==> config.mk <==
export PLATFORM = sky130hd
export DESIGN_NAME = qint_vector_flat
export DESIGN_NICKNAME = d
export VERILOG_FILES = /design/src/rtl/qint_vector_if.sv /design/src/rtl/qint_vector.sv /design/src/flat_wrapper.sv
export SDC_FILE = /design/constraint.sdc
export NUM_CORES = 1
export LEC_CHECK = 0
export ABC_AREA = 1
export CORE_AREA = 2 2 81 83
export DETAILED_ROUTE_END_ITERATION = 12
export DIE_AREA = 0 0 83 85
export GPL_ROUTABILITY_DRIVEN = 0
export PLACE_DENSITY = 0.67
export SKIP_LAST_GASP = 1
export SLEW_MARGIN = 5
export SYNTH_ARGS = -nofsm -noshare
export SYNTH_HDL_FRONTEND = slang
export SYNTH_SLANG_ARGS = --single-unit
==> constraint.sdc <==
create_clock -name clk -period 1.6 [get_ports clk]
set_input_delay 0.16 -clock clk [delete_from_list [all_inputs] [get_ports clk]]
set_output_delay 0.16 -clock clk [all_outputs]
set_load 0.05 [all_outputs]
==> src/rtl/qint_vector_if.sv <==
// Bus bundle between the QSIC interrupt logic, its sources and the qint arbiter.
// master drives the device-side inputs; slave is the qint_vector block itself.
interface qint_vector_if #(
  parameter int NSRC = 4
);
  logic            RINIT;
  logic            RDIN;
  logic            assert_vector;
  logic            interrupt_request;
  logic [NSRC-1:0] int_event;
  logic [NSRC-1:0] int_enable;
  logic [6:0]      vector_base;
  logic [NSRC-1:0] int_pending;
  logic [NSRC-1:0] int_ack;
  logic [15:0]     TDAL;
  logic            tdal_oe;
  logic            TRPLY;

  modport master (
    output RINIT, RDIN, assert_vector, int_event, int_enable, vector_base,
    input  interrupt_request, int_pending, int_ack, TDAL, tdal_oe, TRPLY
  );

  modport slave (
    input  RINIT, RDIN, assert_vector, int_event, int_enable, vector_base,
    output interrupt_request, int_pending, int_ack, TDAL, tdal_oe, TRPLY
  );
endinterface

==> src/rtl/qint_vector.sv <==
// Interrupt source manager and vector responder: collects source events, requests
// via qint, then drives the selected vector on DAL with the RPLY handshake.
module qint_vector #(
  parameter int NSRC      = 4,
  parameter int DAL_SETUP = 4,
  parameter int DAL_HOLD  = 2,
  parameter int REQ_GAP   = 2
) (
  input  logic         clk,
  input  logic         reset_n,
  qint_vector_if.slave bus
);

  localparam int              SELW  = (NSRC > 1) ? $clog2(NSRC) : 1;
  localparam int              CNT_W = 8;
  localparam logic [NSRC-1:0] ONE   = NSRC'(1);

  typedef enum logic [2:0] {
    IDLE   = 3'd0,
    REQ    = 3'd1,
    VSETUP = 3'd2,
    VRPLY  = 3'd3,
    VHOLD  = 3'd4,
    GAP    = 3'd5
  } state_t;

  // Vector = base[8:2] plus 4*index, kept to 9 bits so any carry past 0777 is dropped.
  function automatic logic [15:0] vec_calc(input logic [6:0] base, input logic [SELW-1:0] idx);
    logic [8:0] off;
    logic [8:0] sum;
    off = 9'({idx, 2'b00});
    sum = {base, 2'b00} + off;
    return {7'b0000000, sum};
  endfunction

  logic rinit_m_r, rinit_s;
  logic rdin_m_r, rdin_s, rdin_d_r;
  logic av_m_r, av_s;

  state_t          state_r;
  logic [SELW-1:0] sel_r;
  logic [CNT_W-1:0] cnt_r;
  logic            req_r;
  logic [NSRC-1:0] pend_r;
  logic [NSRC-1:0] ack_r;
  logic [15:0]     tdal_r;
  logic            tdal_oe_r;
  logic            trply_r;

  logic            rdin_fall_s;
  logic            vrply_done_s;
  logic [NSRC-1:0] ready_s;
  logic [NSRC-1:0] pend_next_s;
  logic            cand_valid_s;
  logic [SELW-1:0] cand_idx_s;

  // Two-flop synchronizers for the asynchronous bus inputs, plus the RDIN edge history.
  always_ff @(posedge clk or negedge reset_n) begin
    if (!reset_n) begin
      rinit_m_r <= 1'b0;
      rinit_s   <= 1'b0;
      rdin_m_r  <= 1'b0;
      rdin_s    <= 1'b0;
      rdin_d_r  <= 1'b0;
      av_m_r    <= 1'b0;
      av_s      <= 1'b0;
    end else begin
      rinit_m_r <= bus.RINIT;
      rinit_s   <= rinit_m_r;
      rdin_m_r  <= bus.RDIN;
      rdin_s    <= rdin_m_r;
      rdin_d_r  <= rdin_s;
      av_m_r    <= bus.assert_vector;
      av_s      <= av_m_r;
    end
  end

  // Pending update and lowest-index candidate among enabled pending sources.
  always_comb begin
    rdin_fall_s  = rdin_d_r & ~rdin_s;
    vrply_done_s = (state_r == VRPLY) && !rdin_s;
    ready_s      = pend_r & bus.int_enable;
    if (vrply_done_s) begin
      pend_next_s = (pend_r & ~(ONE << sel_r)) | bus.int_event;
    end else begin
      pend_next_s = pend_r | bus.int_event;
    end
    cand_valid_s = 1'b0;
    cand_idx_s   = '0;
    for (int i = NSRC - 1; i >= 0; i--) begin
      if (ready_s[i]) begin
        cand_valid_s = 1'b1;
        cand_idx_s   = SELW'(i);
      end else begin
        cand_valid_s = cand_valid_s;
      end
    end
  end

  // Request / vector / reply sequencer with registered bus outputs.
  always_ff @(posedge clk or negedge reset_n) begin
    if (!reset_n) begin
      state_r   <= IDLE;
      sel_r     <= '0;
      cnt_r     <= '0;
      req_r     <= 1'b0;
      pend_r    <= '0;
      ack_r     <= '0;
      tdal_r    <= 16'h0000;
      tdal_oe_r <= 1'b0;
      trply_r   <= 1'b0;
    end else if (rinit_s) begin
      // Bus INIT clears everything and drops any event seen while it is held.
      state_r   <= IDLE;
      sel_r     <= '0;
      cnt_r     <= '0;
      req_r     <= 1'b0;
      pend_r    <= '0;
      ack_r     <= '0;
      tdal_r    <= 16'h0000;
      tdal_oe_r <= 1'b0;
      trply_r   <= 1'b0;
    end else begin
      ack_r  <= '0;
      pend_r <= pend_next_s;
      case (state_r)
        IDLE: begin
          if (cand_valid_s) begin
            sel_r   <= cand_idx_s;
            req_r   <= 1'b1;
            state_r <= REQ;
          end
        end
        REQ: begin
          if (av_s) begin
            tdal_r    <= vec_calc(bus.vector_base, sel_r);
            tdal_oe_r <= 1'b1;
            req_r     <= 1'b0;
            cnt_r     <= CNT_W'(DAL_SETUP);
            state_r   <= VSETUP;
          end
        end
        VSETUP: begin
          // An aborted IAK cycle releases DAL without replying; the source stays pending.
          if (rdin_fall_s) begin
            cnt_r   <= CNT_W'(DAL_HOLD);
            state_r <= VHOLD;
          end else if (cnt_r <= CNT_W'(1)) begin
            cnt_r   <= '0;
            trply_r <= 1'b1;
            state_r <= VRPLY;
          end else begin
            cnt_r <= cnt_r - CNT_W'(1);
          end
        end
        VRPLY: begin
          if (!rdin_s) begin
            trply_r <= 1'b0;
            ack_r   <= ONE << sel_r;
            cnt_r   <= CNT_W'(DAL_HOLD);
            state_r <= VHOLD;
          end
        end
        VHOLD: begin
          if (cnt_r <= CNT_W'(1)) begin
            tdal_oe_r <= 1'b0;
            tdal_r    <= 16'h0000;
            cnt_r     <= CNT_W'(REQ_GAP);
            state_r   <= GAP;
          end else begin
            cnt_r <= cnt_r - CNT_W'(1);
          end
        end
        GAP: begin
          if (cnt_r <= CNT_W'(1)) begin
            cnt_r   <= '0;
            state_r <= IDLE;
          end else begin
            cnt_r <= cnt_r - CNT_W'(1);
          end
        end
        default: begin
          state_r   <= IDLE;
          cnt_r     <= '0;
          req_r     <= 1'b0;
          tdal_r    <= 16'h0000;
          tdal_oe_r <= 1'b0;
          trply_r   <= 1'b0;
        end
      endcase
    end
  end

  assign bus.interrupt_request = req_r;
  assign bus.int_pending       = pend_r;
  assign bus.int_ack           = ack_r;
  assign bus.TDAL              = tdal_r;
  assign bus.tdal_oe           = tdal_oe_r;
  assign bus.TRPLY             = trply_r;

endmodule
==> src/flat_wrapper.sv <==
// flat-port wrapper written by rule: the top's interface ports become plain ports
module qint_vector_flat 
#(
  parameter int NSRC      = 4,
  parameter int DAL_SETUP = 4,
  parameter int DAL_HOLD  = 2,
  parameter int REQ_GAP   = 2
)
  (clk, reset_n, bus_RINIT, bus_RDIN, bus_assert_vector, bus_int_event, bus_int_enable, bus_vector_base, bus_interrupt_request, bus_int_pending, bus_int_ack, bus_TDAL, bus_tdal_oe, bus_TRPLY);
  qint_vector_if #(.NSRC(NSRC)) bus_i ();
  input  logic clk;
  input  logic reset_n;
  input wire logic [$bits(bus_i.RINIT)-1:0] bus_RINIT;
  input wire logic [$bits(bus_i.RDIN)-1:0] bus_RDIN;
  input wire logic [$bits(bus_i.assert_vector)-1:0] bus_assert_vector;
  input wire logic [$bits(bus_i.int_event)-1:0] bus_int_event;
  input wire logic [$bits(bus_i.int_enable)-1:0] bus_int_enable;
  input wire logic [$bits(bus_i.vector_base)-1:0] bus_vector_base;
  output wire logic [$bits(bus_i.interrupt_request)-1:0] bus_interrupt_request;
  output wire logic [$bits(bus_i.int_pending)-1:0] bus_int_pending;
  output wire logic [$bits(bus_i.int_ack)-1:0] bus_int_ack;
  output wire logic [$bits(bus_i.TDAL)-1:0] bus_TDAL;
  output wire logic [$bits(bus_i.tdal_oe)-1:0] bus_tdal_oe;
  output wire logic [$bits(bus_i.TRPLY)-1:0] bus_TRPLY;
  assign bus_i.RINIT = bus_RINIT;
  assign bus_i.RDIN = bus_RDIN;
  assign bus_i.assert_vector = bus_assert_vector;
  assign bus_i.int_event = bus_int_event;
  assign bus_i.int_enable = bus_int_enable;
  assign bus_i.vector_base = bus_vector_base;
  assign bus_interrupt_request = bus_i.interrupt_request;
  assign bus_int_pending = bus_i.int_pending;
  assign bus_int_ack = bus_i.int_ack;
  assign bus_TDAL = bus_i.TDAL;
  assign bus_tdal_oe = bus_i.tdal_oe;
  assign bus_TRPLY = bus_i.TRPLY;
  qint_vector #(.NSRC(NSRC), .DAL_SETUP(DAL_SETUP), .DAL_HOLD(DAL_HOLD), .REQ_GAP(REQ_GAP)) u_core (.clk(clk), .reset_n(reset_n), .bus(bus_i));
endmodule
### Word-level counts from Yosys, hierarchy flattened

Index checks and enable logic that the tools add are counted.

| word-level totals | value |
|---|---|
| input bits | 20 |
| register bits after elaboration | 47 |
| output and inout bits | 27 |

| cells by class | value |
|---|---|
| reductions and logical operators | 14 |
| bitwise operators | 7 |
| mux-type cells | 49 |
| equality and inequality tests | 17 |
| add/sub/neg operators | 2 |
| magnitude comparators | 1 |
| shift operators | 1 |

Operators with widths:

| operator | count |
|---|---|
| $mux W16 | 3 |
| $mux W8 | 6 |
| $pmux W16 S3 | 1 |
| $pmux W8 S6 | 1 |
| $mux W3 | 8 |
| $mux W4 | 5 |
| $pmux W3 S6 | 1 |
| $ne A3 B1 Y1 const B | 5 |
| $mux W1 | 14 |
| $mux W2 | 7 |
| $reduce_or A4 Y1 | 3 |
| $add A9 B4 Y9 | 1 |
| $pmux W1 S3 | 3 |
| $reduce_and A3 Y1 | 3 |
| $and A4 B4 Y4 | 2 |
| $le A8 B1 Y1 const B | 1 |
| $ne A2 B1 Y1 const B | 4 |
| $or A4 B4 Y4 | 2 |
| $sub A8 B1 Y8 const B | 1 |
| $eq A3 B2 Y1 const B | 2 |
| $eq A3 B3 Y1 const B | 2 |
| $ne A3 B2 Y1 const B | 2 |
| $reduce_and A6 Y1 | 1 |
| $ne A4 B1 Y1 const B | 1 |
| 11 further kinds | 12 |

### Longest topological paths before layout

| depth | value |
|---|---|
| word-level depth | 8 |
| depth in mapped cells | 10 |

### Worst setup path after synthesis

No wires, ideal clock.

| path | value |
|---|---|
| kind | reg-to-reg |
| from | register u_core.cnt_r[0] |
| to | register u_core.tdal_r[7], in the netlist u_core.bus.TDAL[7] |
| data arrival time | 1.460 ns |
| library setup time | 0.127 ns |
| cell stages (with the launch flop) | 11 |
| path buffers | 1 |
| period minus slack after synthesis | 1.587 ns |
| slack | 0.013 ns |
| data required time | 1.473 ns |
| path through | dfrtp_1 -> inv_1 -> ha_1 -> nor2_1 -> nor2_1 -> nand2_1 -> nand3_1 -> nand2_2 -> buf_6 -> nand2_1 -> o21ai_0 |

| on the way | value |
|---|---|
| longest elaborated chain between the ends | 3 |

Ends and longest elaborated chain:

| what | RTL line | text |
|---|---|---|
| start: declaration | qint_vector.sv:42 | `logic [CNT_W-1:0] cnt_r;` |
| start signal: assignment | qint_vector.sv:139 | `cnt_r <= CNT_W'(DAL_SETUP);` |
| start signal: assignment | qint_vector.sv:146 | `cnt_r <= CNT_W'(DAL_HOLD);` |
| start signal: assignment | qint_vector.sv:153 | `cnt_r <= cnt_r - CNT_W'(1);` |
| $le A8 B1 Y1 | qint_vector.sv:165 | `if (cnt_r <= CNT_W'(1)) begin` |
| $ne A3 B1 Y1 (no line) | n/a |  |
| $reduce_and A3 Y1 (no line) | n/a |  |
| end signal: assignment | qint_vector.sv:136 | `tdal_r <= vec_calc(bus.vector_base, sel_r);` |
| end: declaration | qint_vector.sv:46 | `logic [15:0] tdal_r;` |

Every way passes these cells.
A chain may end at the register's enable or synchronous reset.

### Worst setup path after layout

| path | value |
|---|---|
| from | register u_core.sel_r[0] |
| to | register u_core.tdal_r[8], in the netlist u_core.bus.TDAL[8] |

| on the way | value |
|---|---|
| longest elaborated chain between the ends | 4 |

Ends and longest elaborated chain:

| what | RTL line | text |
|---|---|---|
| start: declaration | qint_vector.sv:41 | `logic [SELW-1:0] sel_r;` |
| start signal: assignment | qint_vector.sv:129 | `sel_r <= cand_idx_s;` |
| $add A9 B4 Y9 | qint_vector.sv:32 | `sum = {base, 2'b00} + off;` |
| $mux W16 | qint_vector.sv:135 | `if (av_s) begin` |
| $pmux W16 S3 | qint_vector.sv:126 | `case (state_r)` |
| $mux W16 | qint_vector.sv:112 | `end else if (rinit_s) begin` |

Every way passes these cells. The select of a mux whose other input is x is not followed.

==> reports/metrics.cfg <==
[timing]
hold_viol_final=0
finClkSkew_ns=0.00704
rsz0062_at_grt=yes
fin_setup_tns_ns=0
max_freq_mhz=660
finalCritPeriodShare=0.947
fin_crit_ns=1.51
slew_viol_final=0
setup_viol=0
fin_hold_ws_ns=0.292

[worst_setup_path]
cp_max_fo=3
start_kind=flop
path_class=reg -> reg
critical_path_arrival_ns=1.71
endpoint_kind=flop
cp.required_ns=1.79

[route]
drc_errors=0
ant_nets=0
vias_per_cell=4.58
drtIter0Drc=82
first_pass_iters=4
num_vias=1975
wl_um=4750
wl_per_cell_um=11.0

[synth]
synthTopCellsByArea=dfrtp_1 43%, nand2_1 14%, nor2_1 7.5%, inv_1 5.3%, nand3_1 5.0%
synth-xor-area-share=0.0160
synth_top_area_frac=0.435
yosysUniqueCellTypes=29
avgSynthCellArea_um2=7.44
synth_area_um2=2190
yosys_warnings=0
synth_top_family_by_area=simple AND/OR/NAND/NOR gates
synth.largest_area_cell=dfrtp_1
ys_ff_latch=38
synthSimpleGateAreaFrac=0.328
yosysSeqAreaShare=0.435
synth_mux_area_frac=0
synth_compound_gate_area_share=0.0806
synthCells=294
synthAdderAreaFrac=0.0320

[die]
coreArea_um2=6200
fp.dieW_um=83
initial_core_util=0.353
core.rowCount=29
die_h_um=85
die-area_um2=7060
io_pins=47

[grt]
grt_pass1_vias=1850
grt-ovfl-total=0
grt_max_degree=39
grt_usage=0.137
antenna_found_initial=0
grt_pass1_wl_um=7960

[finish]
drive_above_1_share=0.220
final_cell_mix=78 x nand2_1, 41 x nor2_1, 38 x dfrtp_1
fin_util=0.461
final_common_cell=nand2_1
nets=378
fillers=608
areaGrowthSynthToFinish_pct=30.8
diodes=0

[cts]
tritoncts=done
cts_buffers=5
cts_root_buf=clkbuf_8
clock_path_buffers=2
htree_levels=2
numClockSinks=38
clock_latency_ns=0.30
clk_pin_slew_ns=0.08

[pwr]
powerDensity_nw_per_um2=1580
peakVddDrop_v=0.000591
power_leakage_nw=1.49

[placement]
hpwlAfterDp_um=3510
portBuffers=37

[min_path]
hp-class=in -> reg

[outcome]
outcome=finished, final reports clean

[run]
cap_violations=0

-- worst max-delay path: stages, from the launching register on --
cell     delay [ns]
dfrtp_1        0.36
ha_1           0.17
inv_1          0.06
fa_2           0.35
nor2_2         0.14
nand3_1        0.08
nand2_1        0.06
nand2_1        0.05
nand4_1        0.08
nand2_1        0.05
-- sequential cells by signal, summed over array words and instances, names as in the netlist --
| register | flops |
|---|---|
| u_core.rinit_s | 1 |
| u_core.bus.interrupt_request | 1 |
| u_core.state_r | 3 |
| u_core.bus.TDAL | 7 |
| u_core.rdin_d_r | 1 |
| u_core.bus.TRPLY | 1 |
| u_core.rinit_m_r | 1 |
| u_core.bus.tdal_oe | 1 |
| u_core.sel_r | 2 |
| u_core.av_m_r | 1 |
| u_core.rdin_s | 1 |
| u_core.bus.int_ack | 4 |
| u_core.bus.int_pending | 4 |
| u_core.cnt_r | 8 |
| u_core.av_s | 1 |
| u_core.rdin_m_r | 1 |
-- routing by layer --
metal	global-route usage	routed length (um)
met1	0.176	2270
met2	0.225	2160
met3	0.0360	260
met4	0.0477	61
met5	0	0
-- worst paths after layout --
check / to / slack, ns / depth (start not counted) / startpoint
worst max-delay path: u_core.bus.TDAL[8] / 0.09 / 9 / u_core.sel_r[0]
worst min-delay path: u_core.rdin_m_r / 0.29 / 1 / bus_RDIN
worst max register to register: u_core.bus.TDAL[8] / 0.09 / 9 / u_core.sel_r[0]
worst min register to register: u_core.rdin_s / 0.35 / 0 / u_core.rdin_m_r
max in group asynchronous: u_core.rinit_s / 0.83 / 3 / reset_n
min in group asynchronous: u_core.cnt_r[2] / 0.43 / 3 / reset_n
-- synthesized netlist by cell type --
cell / instances
inv_1: 31
dfrtp_1: 38
xnor2_1: 3
ha_1: 4
nand4_1: 10
nor2_2: 2
clkbuf_2: 1
nand3_2: 1
nor2_1: 44
buf_6: 1
o21ai_1: 1
inv_4: 1
buf_2: 1
buf_4: 10
a21oi_1: 14
o21ai_2: 6
o21ai_0: 7
xor2_1: 1
conb_1: 1
nand2_2: 4
nand3_1: 22
fa_1: 1
nand2_1: 80
nor3_1: 2
o211ai_1: 1
inv_2: 3
nor2_4: 2
o22ai_1: 1
clkbuf_1: 1
-- area by class of cell --
type / count / area, um^2 / share of cell area
clock buffers: 5 / 68.8 / 0.0240
clock inverters: 3 / 45.0 / 0.0157
inverters: 35 / 134 / 0.0468
multi-input cells: 216 / 1090 / 0.382
flip-flops and latches: 38 / 951 / 0.332
well taps: 77 / 96.3 / 0.0337
repair buffers: 57 / 473 / 0.165
-- stage by stage --
stage          setup WS, ns  std cells  instance area, um^2  power, mW
2_1_floorplan        0.0131        302                 2220       2.89
3_3_place_gp         -0.275        420                 2670       3.51
3_5_place_dp         -0.295        420                 2670       3.53
4_1_cts             0.00258        429                 2800       4.40
5_1_grt             -0.0277        431                 2860       4.89
6_report             0.0851        431                 2860       4.51
-- cells by family after synthesis --
logic type / Yosys count
adder cells (fa/ha/maj): 5
AO/OA/AOI/OAI: 30
flip-flops: 38
XOR/XNOR: 4
AND/OR/NAND/NOR: 167
buffers and inverters: 49
other: 1
-- report_power, final --
group | switching (mW) | total [mW] | leakage (nW) | internal (mW)
registers | 0.172 | 1.32 | 0.497 | 1.15
clock network | 0.364 | 0.828 | 0.0504 | 0.464
logic | 1.48 | 2.37 | 0.943 | 0.881
total | 2.02 | 4.51 | 1.49 | 2.49
-- repair_timing --
action / 4_1_cts / 5_1_grt
hold buffers: 1 / 0
endpoints found under the setup margin: 6 / 23
hold endpoints to repair: 38 / 0
pin swaps: 0 / 3
setup buffers: 0 / 1
resized for setup: 3 / 13
gates cloned: 0 / 1
No activity file was read; power rests on OpenSTA's default activity.
